==> src/rtl/mem_access_pkg.sv <==
// Shared bus widths, access-size encodings and the MEM/WB bundle record.
package mem_access_pkg;

  localparam int DATA_BUS     = 32;
  localparam int ADDR_BUS     = 32;
  localparam int REG_ADDR_BUS = 5;

  localparam logic [3:0] MEM_SEL_BYTE = 4'b0001;
  localparam logic [3:0] MEM_SEL_HALF = 4'b0011;
  localparam logic [3:0] MEM_SEL_WORD = 4'b1111;

  localparam logic [1:0] DATA_SIZE_BYTE = 2'd0;
  localparam logic [1:0] DATA_SIZE_HALF = 2'd1;
  localparam logic [1:0] DATA_SIZE_WORD = 2'd2;

  typedef struct packed {
    logic                    write_reg_en;
    logic [REG_ADDR_BUS-1:0] write_reg_addr;
    logic                    hilo_write_en;
    logic [DATA_BUS-1:0]     hi;
    logic [DATA_BUS-1:0]     lo;
    logic [ADDR_BUS-1:0]     debug_pc;
    logic                    rd;
    logic                    wr;
    logic                    sext;
    logic [3:0]              sel;
    logic [DATA_BUS-1:0]     result;
  } wb_bundle_t;

endpackage

==> src/rtl/mem_lane_align.sv <==
// Access-size decode, store-lane replication and misalignment detection.
module mem_lane_align
  import mem_access_pkg::*;
(
  input  logic [3:0]          sel,
  input  logic [1:0]          addr_lo,
  input  logic [DATA_BUS-1:0] wdata,
  output logic [1:0]          size,
  output logic [DATA_BUS-1:0] wdata_rep,
  output logic                misaligned
);

  // Anything that is not a half or word select is treated as a byte access.
  always_comb begin
    size       = DATA_SIZE_BYTE;
    wdata_rep  = {4{wdata[7:0]}};
    misaligned = 1'b0;
    case (sel)
      MEM_SEL_WORD: begin
        size       = DATA_SIZE_WORD;
        wdata_rep  = wdata;
        misaligned = (addr_lo != 2'b00);
      end
      MEM_SEL_HALF: begin
        size       = DATA_SIZE_HALF;
        wdata_rep  = {2{wdata[15:0]}};
        misaligned = addr_lo[0];
      end
      default: ;
    endcase
  end

endmodule

==> src/rtl/mem_access.sv <==
// MEM stage: drives an SRAM-like data bus and registers the MEM/WB bundle.
module mem_access
  import mem_access_pkg::*;
(
  input  logic                    clk,
  input  logic                    rst,
  input  logic                    valid_in,
  input  logic                    mem_read_flag_in,
  input  logic                    mem_write_flag_in,
  input  logic                    mem_sign_ext_flag_in,
  input  logic [3:0]              mem_sel_in,
  input  logic [DATA_BUS-1:0]     mem_write_data_in,
  input  logic [DATA_BUS-1:0]     result_in,
  input  logic                    write_reg_en_in,
  input  logic [REG_ADDR_BUS-1:0] write_reg_addr_in,
  input  logic                    hilo_write_en_in,
  input  logic [DATA_BUS-1:0]     hi_in,
  input  logic [DATA_BUS-1:0]     lo_in,
  input  logic [ADDR_BUS-1:0]     debug_pc_addr_in,
  input  logic                    flush,
  output logic                    data_req,
  output logic                    data_wr,
  output logic [1:0]              data_size,
  output logic [ADDR_BUS-1:0]     data_addr,
  output logic [DATA_BUS-1:0]     data_wdata,
  input  logic                    data_addr_ok,
  input  logic                    data_data_ok,
  input  logic [DATA_BUS-1:0]     data_rdata,
  output logic                    stall_request,
  output logic                    adel,
  output logic                    ades,
  output logic                    mem_read_flag,
  output logic                    mem_write_flag,
  output logic                    mem_sign_ext_flag,
  output logic [3:0]              mem_sel,
  output logic [DATA_BUS-1:0]     ram_read_data,
  output logic [DATA_BUS-1:0]     result_out,
  output logic                    write_reg_en,
  output logic [REG_ADDR_BUS-1:0] write_reg_addr,
  output logic                    hilo_write_en,
  output logic [DATA_BUS-1:0]     hi,
  output logic [DATA_BUS-1:0]     lo,
  output logic [ADDR_BUS-1:0]     debug_pc_addr
);

  typedef enum logic [1:0] {IDLE, REQ, WAIT, DONE} state_t;

  state_t              state, state_next;
  wb_bundle_t          in_bundle, pend, bundle;
  logic [1:0]          size_c;
  logic [DATA_BUS-1:0] wdata_c;
  logic                misaligned;
  logic                is_mem, start, capture;
  logic                req_wr;
  logic [1:0]          req_size;
  logic [ADDR_BUS-1:0] req_addr;
  logic [DATA_BUS-1:0] req_wdata, rdata_cap;

  mem_lane_align u_align (
    .sel       (mem_sel_in),
    .addr_lo   (result_in[1:0]),
    .wdata     (mem_write_data_in),
    .size      (size_c),
    .wdata_rep (wdata_c),
    .misaligned(misaligned)
  );

  // Collect the incoming slot into one record.
  always_comb begin
    in_bundle                = '0;
    in_bundle.write_reg_en   = write_reg_en_in;
    in_bundle.write_reg_addr = write_reg_addr_in;
    in_bundle.hilo_write_en  = hilo_write_en_in;
    in_bundle.hi             = hi_in;
    in_bundle.lo             = lo_in;
    in_bundle.debug_pc       = debug_pc_addr_in;
    in_bundle.rd             = mem_read_flag_in;
    in_bundle.wr             = mem_write_flag_in;
    in_bundle.sext           = mem_sign_ext_flag_in;
    in_bundle.sel            = mem_sel_in;
    in_bundle.result         = result_in;
  end

  assign is_mem = valid_in & (mem_read_flag_in | mem_write_flag_in);
  assign start  = is_mem & ~flush & ~misaligned;

  // Next state, stall and capture strobe; data_ok outside REQ/WAIT is ignored.
  always_comb begin
    state_next    = state;
    stall_request = 1'b0;
    capture       = 1'b0;
    case (state)
      IDLE: if (start) begin
        state_next    = REQ;
        stall_request = 1'b1;
      end
      REQ: begin
        stall_request = 1'b1;
        if (data_addr_ok) begin
          state_next = data_data_ok ? DONE : WAIT;
          capture    = data_data_ok;
        end
      end
      WAIT: begin
        stall_request = 1'b1;
        if (data_data_ok) begin
          state_next = DONE;
          capture    = 1'b1;
        end
      end
      DONE:    state_next = IDLE;
      default: state_next = IDLE;
    endcase
  end

  assign data_req   = (state == REQ);
  assign data_wr    = data_req & req_wr;
  assign data_size  = req_size;
  assign data_addr  = req_addr;
  assign data_wdata = req_wdata;

  // State register.
  always_ff @(posedge clk) begin
    if (!rst) state <= IDLE;
    else      state <= state_next;
  end

  // Latch the bus request and the slot at launch; capture read data raw.
  always_ff @(posedge clk) begin
    if (!rst) begin
      req_wr    <= 1'b0;
      req_size  <= '0;
      req_addr  <= '0;
      req_wdata <= '0;
      pend      <= '0;
      rdata_cap <= '0;
    end else begin
      if (state == IDLE && start) begin
        req_wr    <= mem_write_flag_in;
        req_size  <= size_c;
        req_addr  <= result_in;
        req_wdata <= wdata_c;
        pend      <= in_bundle;
      end
      if (capture) rdata_cap <= data_rdata;
    end
  end

  // MEM/WB bundle: bubble unless a slot completes this cycle.
  always_ff @(posedge clk) begin
    if (!rst) begin
      bundle        <= '0;
      ram_read_data <= '0;
      adel          <= 1'b0;
      ades          <= 1'b0;
    end else begin
      bundle        <= '0;
      ram_read_data <= '0;
      adel          <= 1'b0;
      ades          <= 1'b0;
      case (state)
        IDLE: if (valid_in && !flush && !start) begin
          bundle <= in_bundle;
          if (is_mem) begin
            // Misaligned access: kill the writeback and raise the exception.
            bundle.write_reg_en <= 1'b0;
            bundle.rd           <= 1'b0;
            bundle.wr           <= 1'b0;
            bundle.sext         <= 1'b0;
            adel                <= mem_read_flag_in;
            ades                <= mem_write_flag_in & ~mem_read_flag_in;
          end
        end
        DONE: if (!flush) begin
          bundle        <= pend;
          ram_read_data <= pend.wr ? '0 : rdata_cap;
        end
        default: ;
      endcase
    end
  end

  assign write_reg_en      = bundle.write_reg_en;
  assign write_reg_addr    = bundle.write_reg_addr;
  assign hilo_write_en     = bundle.hilo_write_en;
  assign hi                = bundle.hi;
  assign lo                = bundle.lo;
  assign debug_pc_addr     = bundle.debug_pc;
  assign mem_read_flag     = bundle.rd;
  assign mem_write_flag    = bundle.wr;
  assign mem_sign_ext_flag = bundle.sext;
  assign mem_sel           = bundle.sel;
  assign result_out        = bundle.result;

endmodule

==> config.mk <==
export PLATFORM = sky130hd
export DESIGN_NAME = mem_access
export DESIGN_NICKNAME = d
export VERILOG_FILES = /design/src/rtl/mem_access_pkg.sv /design/src/rtl/mem_lane_align.sv /design/src/rtl/mem_access.sv
export SDC_FILE = /design/constraint.sdc
export NUM_CORES = 1
export LEC_CHECK = 0
export BUFFER_PORTS_ARGS = -buffer_cell sky130_fd_sc_hd__clkbuf_2
export CAP_MARGIN = 20
export CELL_PAD_IN_SITES_DETAIL_PLACEMENT = 2
export CELL_PAD_IN_SITES_GLOBAL_PLACEMENT = 2
export CORE_AREA = 2 2 212 214
export CTS_CLUSTER_SIZE = 12
export DETAILED_ROUTE_END_ITERATION = 8
export DIE_AREA = 0 0 214 216
export PLACE_DENSITY_LB_ADDON = 0.1
export RECOVER_POWER = 100
export SLEW_MARGIN = 20
export SYNTH_ARGS = -nofsm -noshare
export SYNTH_HDL_FRONTEND = slang
export SYNTH_HIERARCHICAL = 1
export SYNTH_SLANG_ARGS = --single-unit
==> constraint.sdc <==
create_clock -name clk -period 3.1 [get_ports clk]
set_input_delay 0.31 -clock clk [delete_from_list [all_inputs] [get_ports clk]]
set_output_delay 0.31 -clock clk [all_outputs]
set_load 0.01 [all_outputs]
# Yosys cells after proc, flatten, opt, wreduce, memory -nomap -nowiden
# Index checks and enable logic that the tools add are counted.
# totals
ff_bits,386
inputBits,212
output_inout_bits,245
wordCells,77
# classes
eq_ne,8
n_mux,18
bitwise,11
reduce_logical,11
# op_table
op,count
$mux W142,2
$pmux W142 S2,1
$pmux W32 S2,1
$pmux W2 S4,1
$mux W2,3
$pmux W1 S2,3
$and A1 B1 Y1,5
$mux W1,5
$not A1 Y1,5
$eq A2 B2 Y1 const B,2
$eq A4 B2 Y1 const B,1
$eq A4 B4 Y1 const B,1
$ne A2 B2 Y1 const B,2
$pmux W2 S2,1
$reduce_and A4 Y1,1
$reduce_or A4 Y1,1
$logic_and A1 B1 Y1,3
$mux W3,1
$reduce_and A3 Y1,1
$eq A2 B1 Y1 const B,1
$logic_not A1 Y1,2
$logic_not A2 Y1,1
$ne A2 B1 Y1 const B,1
$reduce_bool A2 Y1,1
other kinds (2),2

# Depth between registers and ports, before layout
# Gate-level depths: netlist (run 1).
# depth
word_depth,8
mapped_depth,12
mapped_depth_nobuf,7

# Modules after synthesis
# The synthesis (run 1) kept the hierarchy.
# by_module_without_submodules
module,n_inst,cells_each,area_per_inst_um2,seq_area_each_um2
mem_access,1,1358,12853.6,7727.4
mem_lane_align,1,80,620.6,0.0

# Worst setup path after synthesis (run 1)
# OpenSTA, ideal clock, no wires.
# synth_path
path_kind,input to output
from,input port mem_sel_in[1]
to,output port stall_request
t_arrival_ps,1933
t_required_ps,2790
path_slack_ps,857
stages,10
n_path_buf,3
cell_sequence,and2_1 buf_6 and3_4 buf_6 a22o_1 o21bai_2 nor2_2 clkbuf_1 nor2_1 nor2_1
# synth_via
elab_chain_len,6
elab_cells_between_ends,7
classes_between,2 x eq/ne; 3 x mux; 2 x bitwise
# synth_rtl
element,line,source
start: declaration,mem_access.sv:11,"input logic [3:0] mem_sel_in,"
$eq A4 B2 Y1 or $eq A4 B4 Y1 (tied branches),mem_lane_align.sv:18,case (sel)
$pmux W1 S2 (*),mem_lane_align.sv:18,
named net misaligned,mem_access.sv:52,logic misaligned;
$not A1 Y1 (*),mem_access.sv:85,assign start = is_mem & ~flush & ~misaligned;
$and A1 B1 Y1 (*),mem_access.sv:85,
$mux W1 (*),mem_access.sv:93,IDLE: if (start) begin
$pmux W1 S2 (*),mem_access.sv:92,case (state)
end: declaration,mem_access.sv:29,"output logic stall_request,"
# Mark *: on every way through the listed nets, which the timed path passes. The rest lies on a longest branch.

# Final worst setup path (run 1)
# layout_path
from,register state[0]
to,register pend[60] (netlist name)
# layout_via
elab_chain_len,2
# layout_rtl
element,line,source
start: declaration,mem_access.sv:48,"state_t state, state_next;"
start signal: assignment,mem_access.sv:125,else state <= state_next;
$logic_not A2 Y1,mem_access.sv:138,if (state == IDLE && start) begin
$logic_and A1 B1 Y1,mem_access.sv:138,
end signal: assignment,mem_access.sv:143,pend <= in_bundle;
end: declaration,mem_access.sv:49,"wb_bundle_t in_bundle, pend, bundle;"
# No other way between the ends.
# A chain may end at the register's enable or synchronous reset.

==> summary.md, run 1 <==
The worst setup path is captured at a register. Entering global routing, the biggest net connects 79 pins. By startpoint and endpoint, the worst setup path is classified as reg -> reg. The number of hold-slack violations in the final timing report was 0; the maximum frequency from static timing analysis was 378 MHz. The logs give 0.347 mV for the worst ir drop on vdd and 2 for the number of H-tree levels.

Post-synthesis xor/xnor area fraction: 0.000650. The element type at the critical path start was a register. For this run, the slowest stage of the critical path takes 0.83 ns. Number of placement rows: 77. The sequential fraction of the synthesis area was 0.573; the final setup violation count was 0.

The net count of the mapped netlist was 1,655; the placed wire-length estimate after detailed placement was 33,400 µm. The worst clock skew on the final layout came out at 0.0141 ns. Walking the worst path, the cells encountered are inv_1 > ha_1 > nand3b_1 > nor2_1 > clkbuf_4 > nand2_1 > a21oi_1. The die area was 46,200 µm²; the starting density of the core was 0.307.

Among cell families on the critical path, the largest total delay comes from buffers and inverters. After synthesis, the largest family of logic cells by area is compound AO/OA/AOI/OAI gates. Gates resized during post-CTS repair numbered 0.

Simple-gate share of the synthesized area: 0.151. The clock latency on the worst-skew pair was 0.56 ns. The area growth from synthesis to layout is 37.4%.

The post-layout utilization of the core is 0.422, and the data arrival time of the critical path is 3.11 ns. The global routing usage on met3 is 0.0609, and the first-pass GRT wire length is 81,600 µm. The final layout contains routed wiring with a total length of 53,300 µm.

The slowest library cell on the worst path was clkbuf_4. The logs give 12,500 for the routed via count and 0 for the total of max-cap violations. After the last flow step, the layout net total stands at 2,195. For the cell leakage power, the log shows 7.16 nW.

The total iterations of the first detailed-routing run was 4; the top-level port count was 457. The tools report the clock tree root driver cell as clkbuf_16. The run gives 0.260 as the met1 routing resource usage after global routing. The most congested layer reported by global routing is met2.

The number of register bits inferred by synthesis was 386. The tools report the overall fraction of global-route tracks in use as 0.226. The tools report the setup slack after layout as 0.451 ns. The flow ran to the end, and the final reports show no timing, DRC or antenna violations. The final critical delay including setup and external delays is 2.65 ns, and the met2 layer usage reported by global route is 0.396. The area fraction in compound gates after synthesis came out at 0.184. The library cell used most frequently in the layout, excluding fill and tap cells, is nand2_1. The tools report the data required time of the critical path as 3.56 ns.

The run gives 13,700 as the via count of the first global-routing pass. Placement-stage worst setup slack: 0.380 ns. The die is 216 µm tall. Synthesis produced 1,438 cells. The share of post-route cells with drive strength above 1 works out to 0.154. The routability-driven placement congestion ratio was 0.763; the headroom to the max-slew limit was 0.0937. Yosys printed 6 warnings. The maximum number of buffers from clock root to sink was 3; the width of the chip was 214 µm. Maximum fanout encountered on the critical timing path: 73.

The adder-cell area share of the yosys netlist is 0.00464, and the via density per instance is 4.81. The register with the most flip-flops in the final layout is pend. After routing, the total negative slack on setup checks comes to 0 ns. The post-detailed-route DRC marker count is 0, and the number of flip-flops in the largest register is 109.

The proportion of synthesized area in mux cells came out at 0.0163. The initial antenna violation count was 5; the clock transition at the registers of the reported paths was 0.06 ns. The synthesized area per cell was 9.37 µm². Counting the buffers created by CTS gives 44. The share of the cycle needed by the critical path after routing was 0.854.

Setup repair after global routing left no endpoint under its margin. For this block, the initial DRC count from the detailed router was 540. Once detail routing completed, the nets flagged for antenna violations numbered 0.

The core region is 43,800 µm². The synthesized netlist occupies a cell area of 13,500 µm². TritonCTS built the clock tree. The clock drives 386 sinks. Unique cell type count in the Yosys netlist: 36.

At the pin with the least slew margin, the transition time is 1.36 ns. The tools report the remaining global-route overflow as 0. Power comes to 11.9 mW. For this design the ratio of total power to cell area is 644 nW/µm². Number of buffers and inverters on the critical path: 2. The top cell types in the final layout, fill and taps aside, are nand2_1 (422), dfxtp_1 (386), clkbuf_1 (265).

The type of the worst min-delay path was in -> reg. After clock tree synthesis, the setup repair step added 0 buffers. Dividing the detail-routed wire length by the instance count gives 20.5 µm. The max-slew violation count came out at 0. The number of port buffers came out at 456.
[cell families after synthesis]
group,Yosys count
AND/OR/NAND/NOR,494
flip-flops,386
AO/OA/AOI/OAI,380
buffers and inverters,155
multiplexers,17
adder cells (fa/ha/maj),5
XOR/XNOR,1
[per-layer routing]
| layer | up-vias | wire length [µm] |
|---|---|---|
| li1 | 5878 | - |
| met1 | 6202 | 21500 |
| met2 | 335 | 26500 |
| met3 | 96 | 3420 |
| met4 | 4 | 1850 |
| met5 | - | 23 |
[through the flow]
stage / cell area [µm²] / hold WS, ns / cells
after floorplan: 13500 / 0.386 / 1438
after global placement: 15900 / 0.434 / 2360
after detailed placement: 15900 / 0.445 / 2360
after CTS: 18900 / 0.00253 / 2600
after global routing: 18500 / 0.0244 / 2603
final: 18500 / 0.0335 / 2604
[synthesized netlist by cell type]
| cell type | number | area share |
|---|---|---|
| and2_1 | 36 | 0.017 |
| nand4bb_1 | 1 | 0.00084 |
| a221oi_1 | 2 | 0.0013 |
| and3_1 | 3 | 0.0014 |
| ha_1 | 5 | 0.0046 |
| and3_4 | 1 | 0.00084 |
| a21o_1 | 1 | 0.00056 |
| mux2i_1 | 1 | 0.00074 |
| o21ai_0 | 1 | 0.00037 |
| a222oi_1 | 1 | 0.00074 |
| nor2_1 | 11 | 0.0031 |
| and4b_1 | 1 | 0.00074 |
| nand3b_1 | 2 | 0.0011 |
| xor2_1 | 1 | 0.00065 |
| clkbuf_1 | 37 | 0.010 |
| a211oi_1 | 8 | 0.0045 |
| o22ai_1 | 8 | 0.0037 |
| a32o_1 | 2 | 0.0015 |
| nor3b_1 | 1 | 0.00056 |
| nor2_4 | 1 | 0.00084 |
| a22o_1 | 139 | 0.090 |
| buf_1 | 3 | 0.00084 |
| inv_1 | 6 | 0.0017 |
| dfxtp_1 | 386 | 0.57 |
| or2_1 | 1 | 0.00046 |
| buf_2 | 39 | 0.014 |
| a21oi_1 | 217 | 0.081 |
| buf_6 | 13 | 0.011 |
| nor2_2 | 3 | 0.0014 |
| nand2_1 | 422 | 0.12 |
| nand3_1 | 1 | 0.00037 |
| mux2_2 | 8 | 0.0067 |
| buf_4 | 57 | 0.032 |
| mux2_4 | 8 | 0.0089 |
| o21bai_2 | 1 | 0.00084 |
| nand2b_1 | 10 | 0.0046 |
[worst paths after layout]
kind	to	slack, ns	start	cells after the start
max	pend[60]$_SDFFE_PN0P_	0.45	state[0]$_SDFFE_PN0P_	7
min reg2reg	ram_read_data[31]$_SDFF_PP0_	0.45	rdata_cap[31]$_SDFFE_PN0P_	1
max reg2reg	pend[60]$_SDFFE_PN0P_	0.45	state[0]$_SDFFE_PN0P_	7
min	lo[3]$_SDFF_PN0_	0.03	lo_in[3]	2
[what timing repair did]
item,in CTS,in global routing
hold buffers,164,0
hold endpoints to repair,285,0
setup endpoints to repair,0,0
[power breakdown]
part / total [mW] / leakage [nW] / internal (mW) / switching, mW
Sequential: 5.39 / 3.12 / 5.24 / 0.156
Combinational: 1.60 / 3.39 / 0.619 / 0.978
Clock: 4.93 / 0.649 / 2.88 / 2.05
Total: 11.9 / 7.16 / 8.74 / 3.18
[area by class of cell]
type / instances / area [µm²]
diodes: 4 / 10.0
clock buffers: 72 / 1320
clock inverters: 4 / 25.0
fillers: 4979 / 25300
inverters: 6 / 27.5
multi-input cells: 897 / 4790
flip-flops and latches: 386 / 7730
well taps: 592 / 741
repair buffers: 643 / 3880
(Power assumes the default switching activity.)
==> run 2, diff against run 1 <==
- CORE_AREA: 2 2 212 214 -> 2 2 231 233
- DIE_AREA: 0 0 214 216 -> 0 0 233 235
- SLEW_MARGIN: 20 -> 40
- clock period: 3.1 -> 2.1 ns (I/O delays scaled with it)
==> summary.md, run 2 (synthesis results as in run 1) <==
The number of hold-slack violations in the final timing report came out at 0. The number of placement rows came out at 84. The tool flagged a number of max-cap violations equal to 0.

Placement-stage worst setup slack: -0.107 ns. The number of flip-flops in the largest register works out to 109. Share of the cycle needed by the critical path after routing: 0.940.

After the first detailed-routing iteration, the DRC count stood at 474. More flip-flops sit in one register than any other, and that register is pend. The area growth from synthesis to layout is 46.8%.

The number of port buffers was 456. The worst-case hold slack was 0.0469 ns; the remaining global-route overflow was 0. The headroom to the max-slew limit came out at 0.658.

The post-route antenna net violation count was 0; the worst clock skew on the final layout was 0.0101 ns. The reg-to-reg startpoint was state[1]$_SDFFE_PN0P_. Once routing completed, OpenROAD measured the worst setup slack at 0.126 ns. The logs give 507 MHz for the maximum frequency from static timing analysis and 4 for the total iterations of the first detailed-routing run. Fill cells in the final layout number 5,730.

Of all nets on the critical path, the largest fanout is 5. Summing internal, switching and leakage power gives 18.5 mW. The core box area is 52,200 µm², and the total power divided by cell area is 934 nW/µm². The run finished with clean final reports. Number of nets in the final layout: 2,247. The tools report the initial antenna violation count as 4. The vertical die dimension works out to 235 µm. For the data required time of the critical path, the log shows 1.89 ns.

The tools report the max-slew violation count as 0. For the worst setup path, the data arrival time is 1.76 ns. The worst path needs 1.97 ns of the cycle, external delays included. TritonCTS built the clock tree. For the post-layout utilization of the core, the log shows 0.379. Once detailed placement completed, the half-perimeter wirelength came to 35,800 µm. The maximum number of buffers from clock root to sink is 3. The tools report the category of the worst setup path capture point as an output pin. Setup violations remaining at the end of the flow were counted as 0. Launch point of the critical path: state[1]$_SDFFE_PN0P_. Counting the buffers created by CTS gives 45. The clock sink count was 386; the first-pass GRT wire length was 81,600 µm.

The worst hold path begins at mem_write_data_in[23]. The clock tree root driver cell is clkbuf_16. In the routed layout, each cell is associated on average with a via count of 4.56.

At the later pin of the worst-skew pair, clock insertion delay measures 0.56 ns. Measured along the x axis, the die boundary spans 233 µm. Setup repair after global routing could not meet its margin everywhere. The starting density of the core was 0.258. Dividing the detail-routed wire length by the instance count gives 19.4 µm. Worst ir drop on vdd: 0.524 mV. Entering global routing, the biggest net connects 68 pins. The floorplan step defined a die boundary enclosing 54,800 µm². Cell leakage power: 8.43 nW. At the pin with the least slew margin, the transition time is 0.513 ns. Most common cell after layout, fill and taps aside: clkbuf_2. The critical path is of the reg -> out type. In this run the number of H-tree levels came out at 2. The share of post-route cells with drive strength above 1 was 0.295; the routed via count was 12,600.

Via count of the first global-routing pass: 13,800. The logs give 0 for the post-detailed-route DRC marker count and 0.191 for the overall fraction of global-route tracks in use. The run gives 457 as the top-level port count.

Leaving out fill and tap cells, the most frequent cells in the layout are clkbuf_2 (455), nand2_1 (422), dfxtp_1 (384). The tools report the routability-driven placement congestion ratio as 0.771. For this block, the routed nets add up to 53,300 µm of wire.

Summed over all failing endpoints, the final setup total negative slack is 0 ns. The clock transition at the registers of the reported paths came out at 0.06 ns. The tools report the element type at the critical path start as a register. The type of the worst min-delay path was in -> reg.
[run 2: cell types whose count changed in the layout (fill, tap and decap cells not counted), sizes merged]
cell | previous run | this run
clkinvlp | 2 | 0
clkinv | 2 | 5
dlygate4sd3 | 164 | 182
buf | 15 | 57
diode | 4 | 1
inv | 6 | 7
clkbuf | 536 | 529
[run 2: worst paths after layout]
check                                               endpoint  slack (ns)  cells after the start
worst max-delay path                           stall_request        0.13                      7
worst min-delay path             data_wdata[23]$_SDFFE_PN0P_        0.05                      4
worst max register to register             hi[12]$_SDFF_PN0_        0.17                      8
worst min register to register  ram_read_data[26]$_SDFF_PP0_        0.45                      1
[run 2: routing by layer]
layer / GRT usage / routed length (µm) / part of all wire
met4: 0.0596 / 1370 / 0.026
met1: 0.229 / 22400 / 0.42
met5: 0 / 38 / 0.00071
met3: 0.0515 / 3200 / 0.060
met2: 0.331 / 26300 / 0.49
[run 2: cell type report]
type / count / area, µm² / share of cell area
inverter: 6 / 32.5 / 0.00165
multi-input combinational: 897 / 4840 / 0.245
clock buffer: 74 / 1410 / 0.0712
antenna: 1 / 2.50 / 0.000127
sequential: 386 / 7730 / 0.391
clock inverter: 6 / 33.8 / 0.00171
timing repair buffer: 694 / 4860 / 0.246
tap: 688 / 861 / 0.0435
[run 2: metrics by stage]
stage	cells	cell area [µm²]
6_report	2752	19800
5_1_grt	2752	19800
4_1_cts	2744	19700
3_5_place_dp	2481	16400
3_3_place_gp	2481	16400
2_1_floorplan	1438	13500
[run 2: worst max-delay path, cell delays in order (launching register included)]
cell	delay, ns
dfxtp_4	0.37
inv_4	0.07
ha_4	0.13
nand3b_1	0.16
nor2_4	0.17
nor2_2	0.05
nor2_1	0.10
buf_4	0.16
[run 2: timing repair]
action                                  CTS  global route
endpoints found under the hold margin   320             0
pin swaps                                 1             3
hold buffers                            182             0
gates resized for setup                   5             8
buffers inserted                          1             7
endpoints found under the setup margin    1             1
[run 2: report_power, final]
| group | total [mW] | switching, mW | leakage, nW | internal, mW |
|---|---|---|---|---|
| combinational | 2.80 | 1.54 | 4.59 | 1.26 |
| sequential | 7.96 | 0.223 | 3.13 | 7.74 |
| clock | 7.71 | 3.16 | 0.713 | 4.55 |
| total | 18.5 | 4.92 | 8.43 | 13.5 |
==> run 3, diff against run 2 <==
--- a/config.mk
+++ b/config.mk
@@ -17,2 +17,3 @@
 export RECOVER_POWER = 100
+export REMOVE_ABC_BUFFERS = 1
 export SLEW_MARGIN = 40
==> constraint.sdc (replaced) <==
create_clock -name clk -period 2.1 [get_ports clk]
set_input_delay 0.42 -clock clk [delete_from_list [all_inputs] [get_ports clk]]
set_output_delay 0.42 -clock clk [all_outputs]
set_load 0.01 [all_outputs]
==> summary.md, run 3 (synthesis results as in run 1) <==
Setup repair after global routing could not meet its margin everywhere. The logs give 0 for the number of hold-slack violations in the final timing report and 0 for the post-detailed-route DRC marker count. After detailed routing, the number of vias per cell comes to 4.57. The worst setup path is captured at an output pin. The depth of the worst register-to-register path is 6, and the data required time of the critical path is 1.68 ns. Dividing the detail-routed wire length by the instance count gives 19.8 µm.

The core box area is 52,200 µm², and the data arrival time of the critical path is 1.68 ns. In this run the number of H-tree levels came out at 2. Buffers inserted to repair hold after CTS numbered 0. TritonCTS created 47 clock buffers. For this design the ratio of total power to cell area is 1040 nW/µm².

On the worst path, the slowest cell contributes a delay of 0.27 ns. The most critical setup path has its endpoint at stall_request. Buffers placed on the I/O ports in this run total 456. The tools report the reg-to-reg startpoint as state[1]$_SDFFE_PN0P_. At the pin with the least slew margin, the transition time is 0.739 ns. The tools report the initial antenna violation count as 8. The worst register-to-register path ends at result_out[24]$_SDFF_PN0_. TritonCTS built the clock tree. The critical path starts at mem_sel_in[3]. The logs give 0.180 for the overall fraction of global-route tracks in use and 386 for the clock sink count. The later pin in the worst-skew pair is clocked with a latency of 0.58 ns.

The tools report the worst clock skew on the final layout as 0.0158 ns. In the layout the commonest cells are nand2_1 (422), dfxtp_1 (384), clkbuf_1 (259). The element type at the critical path start is an input port. Leaving out fill and tap cells, the most frequent cell in the layout is nand2_1. The cell sitting at the root of the clock tree is a clkbuf_16. The tools report the final setup violation count as 0.

For this design, the slowest cell found on the critical path is a22o_1. The final critical delay including setup and external delays was 2.10 ns; the placed wire-length estimate after detailed placement was 35,100 µm. Summed over all layers, the global routing overflow is 0. The number of flip-flops in the largest register is 109. The critical path in this run is classified as in -> out. The via count of the first global-routing pass was 12,400. From synthesis to final layout, the design area changed by 29.9%.

The run gives 18.3 mW as the post-route total power. Share of the cycle needed by the critical path after routing: 0.998. The register with the most flip-flops in the final layout is pend. Counting along the longest clock path gives a buffer depth of 3. The first-pass GRT wire length was 76,100 µm; the register-to-register setup slack was 0.14 ns.

After clock tree synthesis, the clock-pin slew on the worst setup and hold paths is 0.05 ns. For the maximum frequency from static timing analysis, the log shows 477 MHz. Once detail routing completed, the nets flagged for antenna violations numbered 0. Counting buffers and inverters, the worst setup path is 9 cells deep. The number of buffers and inverters on the critical path is 2. Max-cap violations in this run came to 0.

The run gives 50,700 µm as the total routed wirelength. The setup slack after layout is 0.00478 ns. The vertical die dimension was 235 µm.

For the headroom to the max-slew limit, the log shows 0.508. The logs give 2,058 for the number of nets in the final layout and 0.414 mV for the worst ir drop on vdd. The total iterations of the first detailed-routing run was 4; the total instance count after detailed placement was 2,475. The tools report the max-slew violation count as 0. The signal on the critical path passes through clkbuf_2 > xor2_2 > nor2_4 > a22o_1 > o21bai_4 > nor2_4 > nor2_1 > nor2_1 > buf_2. The tools report the die area as 54,800 µm². 457 I/O pins were placed.

Post-layout utilization of the core: 0.335. At the end of routability-driven placement, the weighted congestion stood at 0.709. The analysis attributes to cell leakage a power of 6.75 nW. The routed via count came out at 11,700. The initialized floorplan defines 84 standard-cell rows.

The share of post-route cells with drive strength above 1 is 0.191, and the filler-free cell count of the finished design is 2,565. In this run, the number of DRC markers left after iteration 0 of detailed routing was 332. The type of the worst min-delay path was in -> reg. Timing analysis after detailed placement gives a worst setup slack of -0.269 ns. The maximum number of pins on one net before global-route repair is 73, and the starting density of the core is 0.258.

The run finished with clean final reports. The maximum fanout encountered on the critical timing path works out to 2. Broken down by cell family, the worst path's largest delay share belongs to compound AO/OA/AOI/OAI gates.

From left edge to right edge, the die measures 233 µm.
-- run 3: cell types whose count changed in the layout (fill, tap and decap cells not counted), sizes merged --
cell	before	now
diode	1	2
clkbuf	529	545
clkinvlp	0	1
clkinv	5	3
dlygate4sd3	182	0
buf	57	36
-- run 3: metal layers --
layer | wire (µm) | track usage | vias to the layer above
met3 | 3280 | 0.0556 | 83
met1 | 21500 | 0.216 | 5755
met4 | 1050 | 0.0510 | 12
met2 | 24900 | 0.306 | 272
li1 | - | - | 5611
met5 | 85 | 0 | -
-- run 3: worst min path at each step --
stage | startpoint | slack (ns) | cells after the start | end
2_1_floorplan | pend[38]$_SDFFE_PN0P_ | 0.43 | 1 | mem_read_flag$_SDFF_PN0_
3_3_place_gp | rdata_cap[19]$_SDFFE_PN0P_ | 0.44 | 1 | ram_read_data[19]$_SDFF_PP0_
3_5_place_dp | rdata_cap[6]$_SDFFE_PN0P_ | 0.44 | 1 | ram_read_data[6]$_SDFF_PP0_
4_1_cts | data_rdata[20] | 0.03 | 3 | rdata_cap[20]$_SDFFE_PN0P_
5_1_grt | debug_pc_addr_in[2] | 0.05 | 2 | debug_pc_addr[2]$_SDFF_PN0_
6_report | data_rdata[20] | 0.06 | 3 | rdata_cap[20]$_SDFFE_PN0P_
-- run 3: worst reg2reg max path, cell delays in order (launching register included) --
cell and delay, ns:
dfxtp_4 0.36, clkbuf_1 0.23, ha_1 0.19, nand3b_1 0.14, nor2_4 0.14, buf_6 0.50, a22o_1 0.35
-- run 3: stage by stage --
| stage | setup TNS, ns | hold WS, ns | area [µm²] |
|---|---|---|---|
| 2_1_floorplan | -894.35 | 0.430 | 12600 |
| 3_3_place_gp | -33.71 | 0.436 | 16300 |
| 3_5_place_dp | -49.69 | 0.444 | 16300 |
| 4_1_cts | -0.0433 | 0.0255 | 17900 |
| 5_1_grt | -0.404 | 0.0456 | 17500 |
| 6_report | 0 | 0.0642 | 17500 |
-- run 3: report_power, final --
part           total [mW]  switching, mW  leakage, nW  internal, mW
Sequential           7.96          0.219         3.13          7.74
Combinational        2.22           1.39         2.86         0.833
Clock                8.07           3.21        0.762          4.86
Total                18.3           4.82         6.75          13.4
-- run 3: final cells by class --
| cell class | count | area (µm²) |
|---|---|---|
| diodes | 2 | 5.00 |
| clock buffers | 78 | 1510 |
| clock inverters | 5 | 42.5 |
| fillers | 5949 | 34700 |
| inverters | 6 | 32.5 |
| multi-input cells | 897 | 4850 |
| flip-flops and latches | 386 | 7730 |
| well taps | 688 | 861 |
| repair buffers | 503 | 2480 |
-- run 3: timing repair --
item                       4_1_cts  5_1_grt
resized for setup               12        2
setup endpoints to repair        2        1
buffers inserted                 5        0
pin swaps                        4        1
hold endpoints to repair         0        0
